===== config.mk =====
export PLATFORM = sky130hd
export DESIGN_NAME = seg_scan_ctrl_flat
export DESIGN_NICKNAME = d
export VERILOG_FILES = /design/src/rtl/seg_scan_ctrl_if.sv /design/src/rtl/seg_scan_ctrl.sv /design/src/flat_wrapper.sv
export SDC_FILE = /design/constraint.sdc
export NUM_CORES = 1
export LEC_CHECK = 0
export ABC_CLOCK_PERIOD_IN_PS = 2280
export BUFFER_PORTS_ARGS = -buffer_cell sky130_fd_sc_hd__buf_2
export CAP_MARGIN = 20
export CORE_MARGIN = 4
export CORE_UTILIZATION = 30
export DETAILED_ROUTE_END_ITERATION = 16
export GPL_TIMING_DRIVEN = 1
export PLACE_DENSITY_LB_ADDON = 0.1
export SYNTH_ARGS = -nofsm -noshare
export SYNTH_HDL_FRONTEND = slang
export SYNTH_SLANG_ARGS = --single-unit

===== constraint.sdc =====
create_clock -name clk -period 2.28 [get_ports clk]
set_input_delay 0.456 -clock clk [delete_from_list [all_inputs] [get_ports clk]]
set_output_delay 0.456 -clock clk [all_outputs]
set_load 0.01 [all_outputs]

===== src/rtl/seg_scan_ctrl_if.sv =====
`default_nettype none
// ============================================================================
//  Module   : seg_scan_ctrl_if
//  Purpose  : Display-side signal bundle between the scan controller and the
//             digit mux / seven-segment driver.
//  Revision : 1.0  initial release
// ============================================================================
interface seg_scan_ctrl_if #(
   parameter int NUM_DIGITS = 5
);
   logic                  en;
   logic [3:0]            digit_in;
   logic [2:0]            seg_mux_sel;
   logic [NUM_DIGITS-1:0] an;
   logic [6:0]            seg;
   logic                  frame_done;

   modport master (
      input  en,
      input  digit_in,
      output seg_mux_sel,
      output an,
      output seg,
      output frame_done
   );

   modport slave (
      output en,
      output digit_in,
      input  seg_mux_sel,
      input  an,
      input  seg,
      input  frame_done
   );
endinterface
`default_nettype wire


===== src/rtl/seg_scan_ctrl.sv =====
`default_nettype none
// ============================================================================
//  Module   : seg_scan_ctrl
//  Purpose  : Time-multiplexed seven-segment scan controller with a blanking
//             gap before each digit. Define SEG_LZB_EN for leading-zero blanking.
//  Revision : 1.0  initial release
// ============================================================================
module seg_scan_ctrl #(
   parameter int NUM_DIGITS = 5,
   parameter int SCAN_DIV   = 50000,
   parameter int BLANK_CYC  = 16
) (
   input  logic            clk,
   input  logic            rst_n,
   seg_scan_ctrl_if.master bus
);

   localparam int                 c_max_cyc    = (SCAN_DIV > BLANK_CYC) ? SCAN_DIV : BLANK_CYC;
   localparam int                 c_cnt_w      = $clog2(c_max_cyc + 1);
   localparam logic [c_cnt_w-1:0] c_blank_last = c_cnt_w'(BLANK_CYC - 1);
   localparam logic [c_cnt_w-1:0] c_show_last  = c_cnt_w'(SCAN_DIV - 1);
   localparam logic [2:0]         c_top_idx    = 3'(NUM_DIGITS - 1);
   localparam logic [6:0]         c_seg_off    = 7'h7F;

   typedef enum logic [1:0] {
      ST_IDLE  = 2'd0,
      ST_BLANK = 2'd1,
      ST_SHOW  = 2'd2
   } state_t;

   state_t                r_state;
   state_t                w_state_nxt;
   logic [c_cnt_w-1:0]    r_cnt;
   logic [c_cnt_w-1:0]    w_cnt_nxt;
   logic [2:0]            r_idx;
   logic [2:0]            w_idx_nxt;
   logic [NUM_DIGITS-1:0] r_an;
   logic [NUM_DIGITS-1:0] w_an_nxt;
   logic [6:0]            r_seg;
   logic [6:0]            w_seg_nxt;
   logic [6:0]            w_code_seg;
   logic                  r_frame_done;
   logic                  w_frame_done_nxt;
`ifdef SEG_LZB_EN
   logic                  r_lzb;
   logic                  w_lzb_nxt;
`endif

   // Active-low {g,f,e,d,c,b,a}; codes above 4'hA are dark.
   function automatic logic [6:0] f_decode(input logic [3:0] code);
      logic [6:0] v;
      case (code)
         4'h0:    v = 7'h40;
         4'h1:    v = 7'h79;
         4'h2:    v = 7'h24;
         4'h3:    v = 7'h30;
         4'h4:    v = 7'h19;
         4'h5:    v = 7'h12;
         4'h6:    v = 7'h02;
         4'h7:    v = 7'h78;
         4'h8:    v = 7'h00;
         4'h9:    v = 7'h10;
         4'hA:    v = 7'h3F;
         default: v = 7'h7F;
      endcase
      return v;
   endfunction

   always_ff @(posedge clk or negedge rst_n) begin
      if (!rst_n) begin
         r_state <= ST_IDLE;
      end else begin
         r_state <= w_state_nxt;
      end
   end

   always_comb begin
      w_state_nxt      = r_state;
      w_cnt_nxt        = r_cnt + c_cnt_w'(1);
      w_idx_nxt        = r_idx;
      w_seg_nxt        = r_seg;
      w_frame_done_nxt = 1'b0;
      w_code_seg       = f_decode(bus.digit_in);
`ifdef SEG_LZB_EN
      w_lzb_nxt        = r_lzb;
      // The least significant digit always shows, so a value of zero reads "0".
      if (r_lzb && (bus.digit_in == 4'h0) && (r_idx != 3'd0)) begin
         w_code_seg = c_seg_off;
      end
`endif

      if (!bus.en) begin
         w_state_nxt = ST_IDLE;
         w_cnt_nxt   = '0;
         w_idx_nxt   = 3'd0;
         w_seg_nxt   = c_seg_off;
`ifdef SEG_LZB_EN
         w_lzb_nxt   = 1'b0;
`endif
      end else begin
         case (r_state)
            ST_IDLE: begin
               w_state_nxt = ST_BLANK;
               w_cnt_nxt   = '0;
               w_idx_nxt   = c_top_idx;
`ifdef SEG_LZB_EN
               w_lzb_nxt   = 1'b1;
`endif
            end
            ST_BLANK: begin
               // The mux has settled for the whole gap; latch its decode now.
               if (r_cnt == c_blank_last) begin
                  w_state_nxt = ST_SHOW;
                  w_cnt_nxt   = '0;
                  w_seg_nxt   = w_code_seg;
`ifdef SEG_LZB_EN
                  if (bus.digit_in != 4'h0) begin
                     w_lzb_nxt = 1'b0;
                  end
`endif
               end
            end
            ST_SHOW: begin
               if (r_cnt == c_show_last) begin
                  w_state_nxt = ST_BLANK;
                  w_cnt_nxt   = '0;
                  if (r_idx == 3'd0) begin
                     w_idx_nxt        = c_top_idx;
                     w_frame_done_nxt = 1'b1;
`ifdef SEG_LZB_EN
                     w_lzb_nxt        = 1'b1;
`endif
                  end else begin
                     w_idx_nxt = r_idx - 3'd1;
                  end
               end
            end
            default: begin
               w_state_nxt = ST_IDLE;
               w_cnt_nxt   = '0;
               w_idx_nxt   = 3'd0;
               w_seg_nxt   = c_seg_off;
            end
         endcase
      end

      // Anodes are registered from the next state so they align with it.
      for (int i = 0; i < NUM_DIGITS; i++) begin
         w_an_nxt[i] = !((w_state_nxt == ST_SHOW) && (w_idx_nxt == 3'(i)));
      end
   end

   always_ff @(posedge clk or negedge rst_n) begin
      if (!rst_n) begin
         r_cnt        <= '0;
         r_idx        <= 3'd0;
         r_an         <= '1;
         r_seg        <= c_seg_off;
         r_frame_done <= 1'b0;
`ifdef SEG_LZB_EN
         r_lzb        <= 1'b0;
`endif
      end else begin
         r_cnt        <= w_cnt_nxt;
         r_idx        <= w_idx_nxt;
         r_an         <= w_an_nxt;
         r_seg        <= w_seg_nxt;
         r_frame_done <= w_frame_done_nxt;
`ifdef SEG_LZB_EN
         r_lzb        <= w_lzb_nxt;
`endif
      end
   end

   assign bus.seg_mux_sel = r_idx;
   assign bus.an          = r_an;
   assign bus.seg         = r_seg;
   assign bus.frame_done  = r_frame_done;

endmodule
`default_nettype wire


===== src/flat_wrapper.sv =====
// flat-port wrapper written by rule: the top's interface ports become plain ports
module seg_scan_ctrl_flat 
#(
   parameter int NUM_DIGITS = 5,
   parameter int SCAN_DIV   = 50000,
   parameter int BLANK_CYC  = 16
)
  (clk, rst_n, bus_en, bus_digit_in, bus_seg_mux_sel, bus_an, bus_seg, bus_frame_done);
  seg_scan_ctrl_if #(.NUM_DIGITS(NUM_DIGITS)) bus_i ();
  input  logic clk;
  input  logic rst_n;
  input wire logic [$bits(bus_i.en)-1:0] bus_en;
  input wire logic [$bits(bus_i.digit_in)-1:0] bus_digit_in;
  output wire logic [$bits(bus_i.seg_mux_sel)-1:0] bus_seg_mux_sel;
  output wire logic [$bits(bus_i.an)-1:0] bus_an;
  output wire logic [$bits(bus_i.seg)-1:0] bus_seg;
  output wire logic [$bits(bus_i.frame_done)-1:0] bus_frame_done;
  assign bus_i.en = bus_en;
  assign bus_i.digit_in = bus_digit_in;
  assign bus_seg_mux_sel = bus_i.seg_mux_sel;
  assign bus_an = bus_i.an;
  assign bus_seg = bus_i.seg;
  assign bus_frame_done = bus_i.frame_done;
  seg_scan_ctrl #(.NUM_DIGITS(NUM_DIGITS), .SCAN_DIV(SCAN_DIV), .BLANK_CYC(BLANK_CYC)) u_core (.clk(clk), .rst_n(rst_n), .bus(bus_i));
endmodule

== Yosys cells after proc, flatten, opt, wreduce, memory -nomap -nowiden ==
Memory sizes are Yosys's and may differ from the RTL's.
Cells that the tools add are included.

* Register bits after elaboration: 34
* ROM bits: 112
* Bits of input ports: 7
* Word-level logic and storage cells: 54
* Memories: 1

{| class="wikitable"
|+ Memory list
! name !! depth !! bits a word !! read ports !! clocked after memory_dff !! wr ports !! line !! source
|-
| (no name shown) || 16 || 7 || 1 || 0 || 0 || seg_scan_ctrl.sv:52 || <nowiki>case (code)</nowiki>
|}

* $add $sub $neg: 2
* Eq/ne operators: 11
* Multiplexer cells: 19
* Reduce and logical (&&, ||, !) cells: 15

{| class="wikitable"
|+ Operators by type and width
! kind !! number
|-
| $mux 16 || 3
|-
| $pmux 16 s2 || 1
|-
| $add 16x1->16 const B || 1
|-
| $eq 16x16->1 const B || 1
|-
| $eq 16x4->1 const B || 1
|-
| $mux 7 || 2
|-
| $pmux 7 s2 || 1
|-
| $mux 3 || 3
|-
| $pmux 3 s3 || 1
|-
| $eq 3x2->1 const B || 2
|-
| $logic_not 3->1 || 2
|-
| $mux 2 || 3
|-
| $pmux 2 s3 || 1
|-
| $logic_and 1x1->1 || 5
|-
| $logic_not 1->1 || 5
|-
| $eq 2x2->1 const B || 2
|-
| $mux 1 || 4
|-
| $eq 3x1->1 const B || 1
|-
| $eq 3x3->1 const B || 1
|-
| $ne 3x2->1 const B || 1
|-
| $sub 3x1->3 const B || 1
|-
| $eq 2x1->1 const B || 1
|-
| $logic_not 2->1 || 1
|-
| $ne 2x2->1 const B || 1
|-
| 2 further kinds || 2
|}

== Longest topological paths before layout ==
* Word-level depth: 8
* Gate-level depth with buffers: 9
* Gate-level depth less buffers: 8

== Worst setup path after synthesis ==
OpenSTA, ideal clock, no wires.

* Kind: flip-flop to flip-flop
* Start point: register u_core.r_cnt[11]
* End point: register u_core.r_an[1], in the netlist u_core.bus.an[1]
* Setup time: 0.088 ns
* Arrival: 2.399 ns
* Slack: -0.207 ns
* Stages on the path, launching flop included: 8
* Period minus slack after synthesis: 2.487 ns
* Path through: dfrtp_1 -> or4_4 -> or4_1 -> clkbuf_2 -> or3b_4 -> nor2_2 -> a21oi_1 -> or3_1

* Cells in the longest elaborated chain, start to end: 7

{| class="wikitable"
|+ Ends and longest elaborated chain
! element !! line !! source
|-
| start, declared || seg_scan_ctrl.sv:33 || <nowiki>logic [c_cnt_w-1:0] r_cnt;</nowiki>
|-
| start signal, assigned || seg_scan_ctrl.sv:164 || <nowiki>r_cnt <= w_cnt_nxt;</nowiki>
|-
| $eq 16x16->1 or $eq 16x4->1 (tied branches) || seg_scan_ctrl.sv:124, seg_scan_ctrl.sv:112 ||
|-
| $mux 3 (tied with other cells) || seg_scan_ctrl.sv:124 || <nowiki>if (r_cnt == c_show_last) begin</nowiki>
|-
| $pmux 3 s3 or $pmux 2 s3 (tied branches) || seg_scan_ctrl.sv:101 || <nowiki>case (r_state)</nowiki>
|-
| $mux 3 or $mux 2 (tied branches) || seg_scan_ctrl.sv:92 || <nowiki>if (!bus.en) begin</nowiki>
|-
| $eq 3x1->1 or $eq 2x2->1 (tied branches) || seg_scan_ctrl.sv:149 || <nowiki>w_an_nxt[i] = !((w_state_nxt == ST_SHOW) && (w_idx_nxt == 3'(i)));</nowiki>
|-
| $logic_and 1x1->1 * || seg_scan_ctrl.sv:149 ||
|-
| $logic_not 1->1 * || seg_scan_ctrl.sv:149 ||
|-
| named net u_core.w_an_nxt[1] || seg_scan_ctrl.sv:38 || <nowiki>logic [NUM_DIGITS-1:0] w_an_nxt;</nowiki>
|-
| end signal, assigned || seg_scan_ctrl.sv:166 || <nowiki>r_an <= w_an_nxt;</nowiki>
|-
| end, declared || seg_scan_ctrl.sv:37 || <nowiki>logic [NUM_DIGITS-1:0] r_an;</nowiki>
|}

Mark *: on every way through the listed nets, which the timed path passes. The rest lies on a longest branch.
A chain may end at the register's enable or synchronous reset.

== Final worst setup path ==
* Start point: register u_core.r_cnt[10]
* End point: register u_core.r_seg[5], in the netlist u_core.bus.seg[5]

* Cells in the longest elaborated chain, start to end: 3

{| class="wikitable"
|+ Ends and longest elaborated chain
! element !! line !! source
|-
| $eq 16x4->1 || seg_scan_ctrl.sv:112 || <nowiki>if (r_cnt == c_blank_last) begin</nowiki>
|-
| $ne 3x2->1 (no source line) || - ||
|-
| $reduce_and 2->1 (no source line) || - ||
|-
| end signal, assigned || seg_scan_ctrl.sv:158 || <nowiki>r_seg <= c_seg_off;</nowiki>
|-
| end signal, assigned || seg_scan_ctrl.sv:167 || <nowiki>r_seg <= w_seg_nxt;</nowiki>
|-
| end, declared || seg_scan_ctrl.sv:39 || <nowiki>logic [6:0] r_seg;</nowiki>
|}

Every way passes these cells.

==> flow_summary.ini <==
[outcome]
status = complete, but fails checks
violations = setup timing

[logic_synthesis]
ys_warn_count = 0
ys_seq_area_share_pct = 45.7
synth_flop_cell = dfrtp_1
syn_nets = 213
syn_inst = 196
synth.largest_area_cell = dfrtp_1
post-synth-top-count-cell = nor2_1
synth_area_leaders = dfrtp_1, dfstp_2, nor2_1
synth_top_area_share_pct = 29.1
synthTopCellsByCount = nor2_1, dfrtp_1, dfstp_2
async_flop_share_pct = 100
avgSynthCellArea_um2 = 9.66
synth_area_um2 = 1890
synth_seq_cells = 34
synth_edf_count = 0
yosysUniqueCellTypes = 47

[clock_tree]
hold_buffers = 0
cts_made_buffers = 5
clock_sinks = 34
cts.htree.levels = 2
cts_tree = yes
cts_buffer_depth = 2
cts_root_buf = clkbuf_8
clk_latency_ps = 280
cts.clk_slew.worst_paths_ps = 70

[floorplanning]
die_w_um = 87.4
num_rows = 28
die_y_um = 87.4
core_um2 = 6030
dieArea_um2 = 7640
io-pin-count = 23
start_util_pct = 31.4

[timing]
hold_viol_final = 0
final.setup_skew_ps = 5.72
rsz0062_at_grt = yes
setup_viol = 4
max_freq_ghz = 0.433
drv_slew = 0
worstMarginPinSlew_ps = 770
setup_tns_ps = -73.1
fin_crit_sh_pct = 101
worst_slack_ps = -28.5
period_needed_ps = 2310
relSlewSlack_pct = 48.6

[worst_setup_path]
worstSetupPathType = register to register
path_cells = or4_4 -> or4_4 -> and2_4 -> o21ai_4 -> buf_12 -> o211ai_1 -> o21a_1
r2r_start = u_core.r_cnt[10]
cp-start-kind = register
cp-end-kind = register
path_max_fanout = 12
worstRegToRegCells = 7
startpoint = u_core.r_cnt[10]
cp_common_cell = or4_4
critPathSlowestCell = or4_4
cpPeakStageDelay_ps = 570
crit_required_ps = 2490
crit_arrival_ps = 2520

[placed_design]
hpwl_mm = 3.04
portBuffers = 22
place.gp.congestion = 0.754

[power_and_ir_drop]
powerDensity_nw_per_um2 = 505
swShare_pct = 24.8
p_clk_share_pct = 37.6
internal_power_uw = 917
p_leak_uw = 0.00102
ir_worst_vdd_v = 0.000246
seqPwrFrac_pct = 51.6
p_comb_share_pct = 10.9
power.switching_uw = 303

[finish]
num_antenna_cells = 0
drive_gt1_share_pct = 34.6
regArea_um2 = 866
num-nets-final = 259
fin_util_pct = 40.1
area_growth_pct = 27.6
fill_cells = 619
multi_input_comb_area_um2 = 1040

[global_routing]
grt_use_total_pct = 12.1
grt_start_max_net_pins = 35
grt_pass1_wl_mm = 7.30
grt_pass1_vias = 1537
antenna_found_initial = 0
overflow = 0

[route]
wl_per_cell_um = 13.5
finalWirelength_mm = 4.29
via_per_inst = 4.73
first_pass_iters = 4
detail-route-antenna-nets = 0
vias = 1503
drc = 0
drt_iter0_drc = 56

[run]
cap_viol_max_count = 0

[min_path]
hp-class = primary input to asynchronous set/reset pin
-- area by class of cell --
cell class | instances | share of cell area, %
repair buffers | 44 | 12.1
flip-flops and latches | 34 | 35.9
inverters | 9 | 1.40
multi-input cells | 148 | 43.0
clock inverters | 1 | 0.207
clock buffers | 7 | 3.58
well taps | 75 | 3.89
-- kinds of logic after synthesis --
group / share of synthesized area [%]
adders and majority gates: 6.61
xor gates and xnor gates: 6.94
and+or+nand+nor: 23.8
AOI/OAI and AO/OA: 12.8
DFF: 45.7
buffers and inverters: 4.10
-- per-layer routing --
layer | global-route usage (%) | wire length [um] | up-vias
li1 | - | - | 774
met1 | 16.0 | 2100 | 706
met2 | 19.4 | 2000 | 21
met3 | 3.03 | 165 | 2
met4 | 3.77 | 25 | 0
met5 | 0 | 0 | -
-- critical path, delay by kind of cell (launching register included) --
| family | cells | cell delay [ps] |
|---|---|---|
| simple gates | 3 | 1320 |
| flops | 1 | 380 |
| buf+inv | 1 | 140 |
| compound gates | 3 | 410 |
-- state kept, by name, summed over array words and instances (netlist names) --
register	count
u_core.r_cnt	16
u_core.bus.seg_mux_sel	3
u_core.bus.seg	7
u_core.bus.frame_done	1
u_core.bus.an	5
u_core.r_state	2
-- repair_timing --
action | CTS | global route
pin swaps | 2 | 3
gates cloned | 0 | 1
gates resized for setup | 5 | 8
buffers inserted | 1 | 0
endpoints found under the setup margin | 8 | 28
-- per-stage QoR --
step | instance area, um^2 | hold slack [ps] | worst slack (ps) | total power (uW) | cells
floorplan | 1930 | 160 | -67.4 | 709 | 196
global placement | 2250 | 497 | 7.03 | 763 | 308
detailed placement | 2250 | 496 | -43.1 | 761 | 308
CTS | 2370 | 274 | -23.0 | 1240 | 317
global route | 2410 | 316 | -108 | 1290 | 318
finish | 2410 | 245 | -28.5 | 1220 | 318
-- layout by cell type, fill, tap and decap left out, types with 2 or more instances in the layout --
master     n
o211ai_1   6
nand3_4    2
nand2_1   11
or4_4      3
xnor2_1    8
xor2_1     7
nor3_1     2
or3_1      2
clkbuf_8   6
nor2b_1    3
o21ai_0    3
ha_1      10
or2_2      2
nand2b_1   2
a21oi_1    5
a31oi_1    2
dfstp_2   12
a211oi_1   2
nand3_1    9
nand4_1    4
buf_2     22
dfrtp_1   22
buf_4     20
inv_1      9
nor2_1    34
o21a_1     6
-- path summary, 6_finish.rpt --
check	end	slack (ps)
max	u_core.bus.seg[5]	-30
min	u_core.bus.seg_mux_sel[2]	250
max reg2reg	u_core.bus.seg[5]	-30
min reg2reg	u_core.bus.seg[1]	500
max in group asynchronous	u_core.r_cnt[12]	1540
min in group clk	u_core.bus.seg[1]	500
-- power groups by stage --
| stage | sequential [uW] | clock [uW] | combinational, uW |
|---|---|---|---|
| global placement | 639 | 0 | 125 |
| global route | 630 | 506 | 150 |
| detailed placement | 639 | 0 | 122 |
| CTS | 628 | 486 | 126 |
| floorplan | 643 | 0 | 66.5 |
| finish | 629 | 458 | 133 |
Note: power is estimated with default switching activity, not from simulation.
